$ cat src/rtl/orb_uart_pkt_rx.sv
`timescale 1ns/1ps
// Reply-packet receiver for the M16 RS485 poll link: after `arm` it deserialises
// PKT_LEN UART bytes into the frame-buffer RAM and tracks the byte-0 sequence counter.
module orb_uart_pkt_rx #(
  parameter int CLKS_PER_BIT = 34,
  parameter int PKT_LEN      = 20,
  parameter int ADDR_W       = 5,
  parameter int TO_FIRST     = 4096,
  parameter int TO_GAP       = 1024
) (
  input  logic              clk80MHz,
  input  logic              rst_n,
  input  logic              rx,
  input  logic              arm,
  output logic              wr_en,
  output logic [ADDR_W-1:0] wr_addr,
  output logic [7:0]        wr_data,
  output logic              pkt_valid,
  output logic              pkt_err,
  output logic [1:0]        err_code,
  output logic              seq_gap,
  output logic              busy
);
  localparam int TO_MAX = (TO_FIRST > TO_GAP) ? TO_FIRST : TO_GAP;
  localparam int TO_W   = $clog2(TO_MAX + 1);
  localparam int BC_W   = $clog2(CLKS_PER_BIT + 1);

  localparam logic [TO_W-1:0]   TO_FIRST_L = TO_W'(TO_FIRST);
  localparam logic [TO_W-1:0]   TO_GAP_L   = TO_W'(TO_GAP);
  localparam logic [TO_W-1:0]   TO_ONE     = TO_W'(1);
  localparam logic [BC_W-1:0]   BC_FULL    = BC_W'(CLKS_PER_BIT);
  localparam logic [BC_W-1:0]   BC_HALF    = BC_W'(CLKS_PER_BIT / 2);
  localparam logic [BC_W-1:0]   BC_ONE     = BC_W'(1);
  localparam logic [ADDR_W-1:0] LAST_IDX   = ADDR_W'(PKT_LEN - 1);

  localparam logic [1:0] ERR_NONE    = 2'd0;
  localparam logic [1:0] ERR_TIMEOUT = 2'd1;
  localparam logic [1:0] ERR_FRAME   = 2'd2;
  localparam logic [1:0] ERR_REARM   = 2'd3;

  typedef enum logic [2:0] {IDLE, WAIT_START, START, DATA, STOP} state_t;

  state_t            state, state_nxt;
  logic              rst_q, rst_n_s;
  logic              rx_p0, rx_p1, rx_p2;
  logic              start_edge, bit_tick;
  logic [TO_W-1:0]   to_cnt, to_nxt;
  logic [BC_W-1:0]   bit_cnt, bc_nxt;
  logic [2:0]        nbit, nbit_nxt;
  logic [ADDR_W-1:0] idx, idx_nxt;
  logic [7:0]        shreg, b0_cur, last_b0, b0_now;
  logic              hist_vld, hist_upd, shift_en;
  logic              wr_en_nxt, valid_nxt, err_nxt, gap_nxt, busy_nxt;
  logic [1:0]        code_nxt;

  function automatic logic seq_break(input logic hist, input logic [7:0] prev,
                                     input logic [7:0] cur);
    logic [7:0] want;
    want = prev + 8'd1;
    return hist && (cur != want);
  endfunction

  // Reset: asserts asynchronously, releases on a clock edge.
  always_ff @(posedge clk80MHz or negedge rst_n) begin
    if (!rst_n) begin
      rst_q   <= 1'b0;
      rst_n_s <= 1'b0;
    end else begin
      rst_q   <= 1'b1;
      rst_n_s <= rst_q;
    end
  end

  // p0/p1: rx synchroniser; p2: previous synchronised sample for edge detection.
  always_ff @(posedge clk80MHz or negedge rst_n_s) begin
    if (!rst_n_s) begin
      rx_p0 <= 1'b1;
      rx_p1 <= 1'b1;
      rx_p2 <= 1'b1;
    end else begin
      rx_p0 <= rx;
      rx_p1 <= rx_p0;
      rx_p2 <= rx_p1;
    end
  end

  assign start_edge = rx_p2 & ~rx_p1;
  assign bit_tick   = (bit_cnt == BC_ONE);
  assign b0_now     = (idx == '0) ? shreg : b0_cur;

  always_comb begin
    state_nxt = state;
    to_nxt    = to_cnt;
    bc_nxt    = bit_cnt;
    nbit_nxt  = nbit;
    idx_nxt   = idx;
    code_nxt  = err_code;
    wr_en_nxt = 1'b0;
    valid_nxt = 1'b0;
    err_nxt   = 1'b0;
    gap_nxt   = 1'b0;
    shift_en  = 1'b0;
    hist_upd  = 1'b0;
    case (state)
      WAIT_START: begin
        if (start_edge) begin
          state_nxt = START;
          bc_nxt    = BC_HALF;
        end else if (to_cnt == TO_ONE) begin
          state_nxt = IDLE;
          err_nxt   = 1'b1;
          code_nxt  = ERR_TIMEOUT;
        end else begin
          to_nxt = to_cnt - 1'b1;
        end
      end
      START: begin
        if (bit_tick) begin
          if (!rx_p1) begin
            state_nxt = DATA;
            bc_nxt    = BC_FULL;
            nbit_nxt  = '0;
          end else begin
            // A start pulse shorter than half a bit is noise; keep the original deadline.
            state_nxt = WAIT_START;
          end
        end else begin
          bc_nxt = bit_cnt - 1'b1;
        end
      end
      DATA: begin
        if (bit_tick) begin
          shift_en = 1'b1;
          bc_nxt   = BC_FULL;
          if (nbit == 3'd7) state_nxt = STOP;
          else              nbit_nxt  = nbit + 1'b1;
        end else begin
          bc_nxt = bit_cnt - 1'b1;
        end
      end
      STOP: begin
        if (bit_tick) begin
          if (rx_p1) begin
            wr_en_nxt = 1'b1;
            if (idx == LAST_IDX) begin
              valid_nxt = 1'b1;
              gap_nxt   = seq_break(hist_vld, last_b0, b0_now);
              hist_upd  = 1'b1;
              state_nxt = IDLE;
            end else begin
              idx_nxt   = idx + 1'b1;
              to_nxt    = TO_GAP_L;
              state_nxt = WAIT_START;
            end
          end else begin
            err_nxt   = 1'b1;
            code_nxt  = ERR_FRAME;
            state_nxt = IDLE;
          end
        end else begin
          bc_nxt = bit_cnt - 1'b1;
        end
      end
      default: ;
    endcase
    // A new request always wins: any packet in flight is dropped without a write.
    if (arm) begin
      if (state != IDLE) begin
        err_nxt  = 1'b1;
        code_nxt = ERR_REARM;
      end else begin
        code_nxt = ERR_NONE;
      end
      wr_en_nxt = 1'b0;
      valid_nxt = 1'b0;
      gap_nxt   = 1'b0;
      hist_upd  = 1'b0;
      state_nxt = WAIT_START;
      to_nxt    = TO_FIRST_L;
      idx_nxt   = '0;
    end
    busy_nxt = (state_nxt != IDLE) || valid_nxt || err_nxt;
  end

  always_ff @(posedge clk80MHz or negedge rst_n_s) begin
    if (!rst_n_s) begin
      state     <= IDLE;
      to_cnt    <= '0;
      bit_cnt   <= '0;
      nbit      <= '0;
      idx       <= '0;
      hist_vld  <= 1'b0;
      wr_en     <= 1'b0;
      wr_addr   <= '0;
      wr_data   <= '0;
      pkt_valid <= 1'b0;
      pkt_err   <= 1'b0;
      err_code  <= ERR_NONE;
      seq_gap   <= 1'b0;
      busy      <= 1'b0;
    end else begin
      state     <= state_nxt;
      to_cnt    <= to_nxt;
      bit_cnt   <= bc_nxt;
      nbit      <= nbit_nxt;
      idx       <= idx_nxt;
      wr_en     <= wr_en_nxt;
      pkt_valid <= valid_nxt;
      pkt_err   <= err_nxt;
      err_code  <= code_nxt;
      seq_gap   <= gap_nxt;
      busy      <= busy_nxt;
      if (wr_en_nxt) begin
        wr_addr <= idx;
        wr_data <= shreg;
      end
      if (hist_upd) hist_vld <= 1'b1;
    end
  end

  // Byte datapath: only qualified by the control above, so it carries no reset.
  always_ff @(posedge clk80MHz) begin
    if (shift_en) shreg <= {rx_p1, shreg[7:1]};
    if (wr_en_nxt && (idx == '0)) b0_cur <= shreg;
    if (hist_upd) last_b0 <= b0_now;
  end

endmodule

$ cat config.mk
export PLATFORM = sky130hd
export DESIGN_NAME = orb_uart_pkt_rx
export DESIGN_NICKNAME = d
export VERILOG_FILES = /design/src/rtl/orb_uart_pkt_rx.sv
export SDC_FILE = /design/constraint.sdc
export NUM_CORES = 1
export LEC_CHECK = 0
export CORE_MARGIN = 8
export CORE_UTILIZATION = 45
export CTS_CLUSTER_DIAMETER = 80
export CTS_CLUSTER_SIZE = 16
export DETAILED_ROUTE_END_ITERATION = 10
export GPL_TIMING_DRIVEN = 0
export RECOVER_POWER = 25
export SYNTH_ARGS = -nofsm -noshare
export SYNTH_HDL_FRONTEND = slang
export SYNTH_SLANG_ARGS = --single-unit
$ cat constraint.sdc
create_clock -name clk80MHz -period 3.7 [get_ports clk80MHz]
set_clock_uncertainty 0.2 [all_clocks]
set_input_delay 0.925 -clock clk80MHz [delete_from_list [all_inputs] [get_ports clk80MHz]]
set_output_delay 0.925 -clock clk80MHz [all_outputs]
set_load 0.02 [all_outputs]
==> flow_metrics.py, run 1 <==
metrics = {
    "timing": {
        "rsz0062_at_grt": "no",
        "setup_tns_ns": 0,
        "finalWorstSetupSlack_ns": 0.707,
        "clock.fmax_mhz": 334,
        "drv_slew": 33,
        "hold_violations": 0,
        "setup_viol": 0,
        "fin_crit_ns": 2.99,
        "relSlewSlack_pct": -15.2,
        "worst_pin_slew_ns": 1.73,
        "fin_crit_sh_pct": 80.9,
    },
    "die": {
        "io_pins": 24,
        "fp.dieH_um": 110,
        "dieArea_um2": 12100,
        "fp.dieW_um": 110,
        "initial_core_util_pct": 45.9,
        "placementRows": 34,
        "core_um2": 8640,
    },
    "placed_design": {
        "dp_slack_ns": 0.480,
        "place.detailed.hpwl_um": 5750,
        "io_buffer_count": 22,
        "dpl_cell_area_um2": 4340,
        "place.gp.congestion": 0.825,
    },
    "synth": {
        "synthArstFlopShare_pct": 70.0,
        "yosys-top-cells-area": "dfrtp_1 (33%), edfxtp_1 (18%), nand2_1 (5.4%)",
        "syn_area_per_cell_um2": 10.8,
        "yosysSeqAreaShare_pct": 53.6,
        "synth_top_area_share_pct": 33.4,
        "synth_edf_count": 24,
        "yosysWarningCount": 0,
        "synth_area_leader_cell": "dfrtp_1",
        "syn_nets": 380,
        "postSynthCellCount": 367,
        "ys_types": 60,
        "syn_area_um2": 3970,
        "synth.ff_latch_count": 80,
        "dominantRegCellSynth": "dfrtp_1",
    },
    "finish": {
        "drive_gt1_share_pct": 10.3,
        "design_area_um2": 4540,
        "fill_cells": 781,
        "layout.nets": 414,
        "diodes": 0,
        "syn_to_final_growth_pct": 14.3,
        "multiInputGateArea_um2": 1720,
        "area.sequential_um2": 2130,
    },
    "critical_path": {
        "arrival_ns": 3.06,
        "crit_fanout": 12,
        "path_cells": "buf_2 -> nor3b_4 -> nand4_1 -> nor2_1 -> nand2_1 -> a41oi_1",
        "start_kind": "flip-flop",
        "required_ns": 3.77,
        "crit_path_end_kind": "flip-flop",
        "cp_top_family": "simple AND/OR/NAND/NOR gates",
        "critPathKind": "reg -> reg",
        "critPathMaxStageDelay_ns": 0.90,
        "slowest_stage": "nor2_1",
        "crit_buf_inv": 1,
    },
    "route": {
        "vias": 2807,
        "antenna_left": 0,
        "drt-vias-per-instance": 5.46,
        "routed_wl_um": 7980,
        "dr.pass1.iters": 4,
        "drtIter0Drc": 123,
        "drc": 0,
        "drt-wirelength-per-cell_um": 15.5,
    },
    "clocking": {
        "cts_buffer_depth": 2,
        "clk_pin_slew_ns": 0.09,
        "cts_tree": "done",
        "clk_latency_ns": 0.35,
        "cts_root_buffer": "clkbuf_8",
        "cts_resized": 0,
        "h-tree-depth": 3,
        "ctsHoldBuffers": 0,
        "numCtsBuffers": 9,
        "cts.sinks": 80,
        "postCtsSetupRepairBufs": 0,
    },
    "grt": {
        "grt_pass1_wl_um": 13600,
        "grt_pass1_vias": 2818,
        "antenna_found_initial": 0,
        "grt.total_usage_pct": 14.3,
        "grt_max_degree": 33,
        "grt.overflow.total": 0,
    },
    "status": {
        "outcome": "complete, but fails checks",
        "violations": "max-capacitance violations, max-slew violations",
    },
    "run": {
        "maxCapViolCount": 1,
    },
    "power": {
        "powerDensity_nw_per_um2": 481,
        "vdd_drop_max_uv": 274,
        "leakage_nw": 1.97,
    },
    "worst_hold_path": {
        "hold_class": "reg -> reg",
    },
}
[registers in the layout (all words and copies together) (netlist names), 2 cells and up]
| register | flops |
|---|---|
| nbit | 3 |
| to_cnt | 13 |
| idx | 5 |
| last_b0 | 8 |
| shreg | 8 |
| b0_cur | 8 |
| wr_addr | 5 |
| bit_cnt | 6 |
| state | 3 |
| wr_data | 8 |
| err_code | 2 |
[cell usage in the layout, fill, tap and decap left out, drive strengths merged, types with 7 or more instances in the layout]
cell           synthesis  final
xnor2                  7      7
or4                    9      9
o21ai                 11     11
nor3                  10     10
mux2i                  8      8
nand2b                 7      7
nand2                 57     57
a21oi                 19     19
nand3                  9      9
o31ai                  7      7
dfrtp                 53     53
clkdlybuf4s50          0     21
clkbuf                 7     20
inv                   17     19
nor2b                  7      7
edfxtp                24     24
nor2                  28     28
ha                     9      9
[worst register-to-register path, stage by stage (launching register included)]
cell and delay [ns]:
dfrtp_1 0.37, buf_2 0.22, nor3b_4 0.49, nand4_1 0.42, nor2_1 0.90, nand2_1 0.13, a41oi_1 0.18
[metal layers]
metal,global-route usage [%],share of wire (%),up-vias
met5,0,0,-
met4,7.62,2.6,0
met3,2.64,3.5,16
met2,21.9,46,45
met1,18.8,48,1369
li1,-,-,1377
[path summary, 6_finish.rpt]
kind / from / to / slack, ns / cells past startpoint
setup / recovery: state[2] / seq_gap / 0.71 / 6
hold / removal: rst_q / rst_n_s / 0.16 / 0
setup reg to reg: state[2] / seq_gap / 0.71 / 6
hold reg to reg: rst_q / rst_n_s / 0.16 / 0
max in group asynchronous: rst_n_s / wr_data[5] / 0.99 / 1
min in group asynchronous: rst_n_s / seq_gap / 0.19 / 0
[Yosys cell counts (2+ instances only)]
cell,number
o31a_1,2
xor2_1,6
or4_1,9
a22oi_1,2
xnor2_1,7
nand2_1,57
inv_1,17
nor2_1,27
o21ai_0,11
clkbuf_1,7
a21oi_1,19
o21a_1,2
nand2b_1,7
mux2_2,6
a31oi_1,4
nand4_1,6
nor2b_1,6
edfxtp_1,24
ha_1,9
a211o_1,2
a32o_1,2
nand3_1,9
buf_2,6
dfrtp_1,53
or3_1,4
xor3_1,3
mux2i_1,8
nor4_1,2
o31ai_1,7
a41oi_1,2
o21bai_1,2
nor3_2,3
nor3_1,7
dfstp_2,3
[stage by stage]
stage / util, % / cells / hold WS [ns] / power (mW)
after CTS: 52.7 / 514 / 0.0830 / 2.20
after global placement: 50.1 / 497 / 0.137 / 1.52
after global routing: 52.5 / 514 / 0.164 / 2.30
after detailed placement: 50.3 / 498 / 0.0760 / 1.54
final: 52.5 / 514 / 0.160 / 2.18
after floorplan: - / 367 / 0.131 / 1.42
[cell families after synthesis]
kind of cell,count (synthesis),share of synthesized area [%]
simple gates,151,20.5
flops,80,53.6
compound gates,66,11.6
buf+inv,30,3.03
xor+xnor,16,4.67
mux,14,3.72
fa+ha+maj,9,2.84
other cells,1,0.0945
[power breakdown]
group / switching, mW / internal, mW / leakage [nW]
logic: 0.268 / 0.187 / 0.916
clock network: 0.329 / 0.331 / 0.108
registers: 0.0838 / 0.982 / 0.945
[area by class of cell]
class	count	share of cell area [%]
tap	108	2.98
multi-input combinational	257	37.9
inverter	17	1.41
timing repair buffer	23	4.94
clock inverter	4	0.717
clock buffer	12	3.92
buffer	13	1.24
sequential	80	46.9
No activity file was read; power rests on OpenSTA's default activity.
==> run 2: changes to the inputs <==
- clock period: 3.7 -> 3 ns (I/O delays scaled with it)
==> flow_metrics.py, run 2 (synthesized netlist as in run 1, its figures left out) <==
metrics = {
    "die": {
        "core_um2": 8640,
        "fp.dieH_um": 110,
        "initial_core_util_pct": 45.9,
        "io_pins": 24,
        "fp.dieW_um": 110,
        "placementRows": 34,
        "dieArea_um2": 12100,
    },
    "clocking": {
        "cts.sinks": 80,
        "clk_pin_slew_ns": 0.09,
        "cts_tree": "done",
        "numCtsBuffers": 9,
        "clk_latency_ns": 0.35,
        "cts_root_buffer": "clkbuf_8",
        "cts_buffer_depth": 2,
        "h-tree-depth": 3,
    },
    "finish": {
        "diodes": 0,
        "design_area_um2": 4560,
        "layout.nets": 414,
        "drive_gt1_share_pct": 10.8,
        "syn_to_final_growth_pct": 14.8,
        "final_cells": 514,
        "most-common-layout-cells": "nand2_1 (57), dfrtp_1 (53), nor2_1 (26)",
        "largest_register_ffs": 13,
        "regMostFlops": "to_cnt",
        "final_common_cell": "nand2_1",
    },
    "critical_path": {
        "critPathKind": "reg -> reg",
        "cp.depth": 7,
        "critPathMaxStageDelay_ns": 0.58,
        "crit_buf_inv": 1,
        "slowest_stage": "nor4b_4",
        "cp_top_family": "simple AND/OR/NAND/NOR gates",
        "crit_path_end_kind": "flip-flop",
        "reg2reg_depth": 7,
        "arrival_ns": 2.76,
        "required_ns": 3.02,
        "path_cells": "inv_1 -> ha_1 -> nor4b_4 -> mux2i_1 -> xor3_1 -> o2bb2ai_1 -> a41oi_1",
        "crit_fanout": 9,
        "start_kind": "flip-flop",
    },
    "power": {
        "vdd_drop_max_uv": 338,
        "internal_power_mw": 1.85,
        "p_seq_share_pct": 48.9,
        "clkPwrFrac_pct": 30.2,
        "p_switching_mw": 0.838,
        "powerDensity_nw_per_um2": 590,
        "combPwrFrac_pct": 20.9,
        "leakage_nw": 1.98,
        "swShare_pct": 31.1,
    },
    "timing": {
        "relSlewSlack_pct": 32.5,
        "clock.fmax_mhz": 365,
        "fin_crit_sh_pct": 91.4,
        "setup_viol": 0,
        "drv_slew": 0,
        "hold_violations": 0,
        "rsz0062_at_grt": "no",
        "worst_pin_slew_ns": 1.01,
        "setup_tns_ns": 0,
        "fin_crit_ns": 2.74,
    },
    "route": {
        "drt-vias-per-instance": 5.46,
        "drtIter0Drc": 112,
        "drc": 0,
        "vias": 2804,
        "antenna_left": 0,
        "drt-wirelength-per-cell_um": 15.5,
        "routed_wl_um": 7950,
        "dr.pass1.iters": 4,
    },
    "status": {
        "outcome": "complete, no violations",
    },
    "grt": {
        "grt_max_degree": 33,
        "antenna_found_initial": 0,
        "grt_pass1_wl_um": 13600,
        "grt.total_usage_pct": 14.3,
        "grt.overflow.total": 0,
        "grt_pass1_vias": 2817,
    },
    "placed_design": {
        "place.detailed.hpwl_um": 5750,
        "placedCellCount": 498,
        "dpl_cell_area_um2": 4340,
        "place.gp.congestion": 0.825,
        "io_buffer_count": 22,
    },
    "worst_hold_path": {
        "min_path_cells": 0,
        "hold_class": "reg -> reg",
    },
    "run": {
        "maxCapViolCount": 0,
    },
}
-- run 2: cell types whose count changed in the layout (fill, tap and decap cells not counted) --
cell / before / now
buf_12: 0 / 1
clkbuf_1: 9 / 8
clkdlybuf4s50_1: 21 / 20
dlygate4sd3_1: 1 / 2
nor2_1: 27 / 26
nor2_2: 0 / 1
-- run 2: layer usage --
layer  part of all wire [%]  global-route usage (%)  routed length, um
met5                      0                       0                  0
met2                     46                    21.9               3670
met3                    3.3                    2.64                266
met1                     48                    18.8               3840
met4                    2.3                    7.62                180
-- run 2: final timing paths --
path                         start      end  slack (ns)
max                         idx[0]  seq_gap        0.26
min                          rst_q  rst_n_s        0.16
max reg2reg                 idx[0]  seq_gap        0.26
min reg2reg                  rst_q  rst_n_s        0.16
max in group asynchronous  rst_n_s    rx_p2        1.62
min in group asynchronous  rst_n_s  seq_gap        0.21
-- run 2: area by class of cell --
class	count	area, um^2
fill	778	4080
sequential	80	2130
multi-input combinational	257	1720
timing repair buffer	23	240
clock buffer	12	178
tap	108	135
inverter	17	63.8
buffer	13	56.3
clock inverter	4	32.5
-- run 2: what timing repair did --
item	CTS	global route
endpoints found under the setup margin	9	0
resized for setup	1	0
hold buffers	0	0
buffers inserted	0	0
-- run 2: stage by stage --
| stage | hold WS, ns | setup slack (ns) | power [mW] | util [%] |
|---|---|---|---|---|
| 4_1_cts | 0.0830 | 0.195 | 2.71 | 52.8 |
| 3_3_place_gp | 0.137 | -0.0347 | 1.88 | 50.1 |
| 6_report | 0.160 | 0.258 | 2.69 | 52.8 |
| 5_1_grt | 0.164 | 0.00579 | 2.84 | 52.8 |
| 2_1_floorplan | 0.131 | 0.592 | 1.75 | - |
| 3_5_place_dp | 0.0760 | -0.0452 | 1.90 | 50.3 |
-- run 2: power by group through the flow --
stage               registers [mW]  clock network, mW  logic [mW]
floorplan                     1.32                  0       0.430
global route                  1.33              0.874       0.636
detailed placement            1.34                  0       0.560
CTS                           1.31              0.835       0.565
finish                        1.31              0.813       0.562
global placement              1.34                  0       0.539
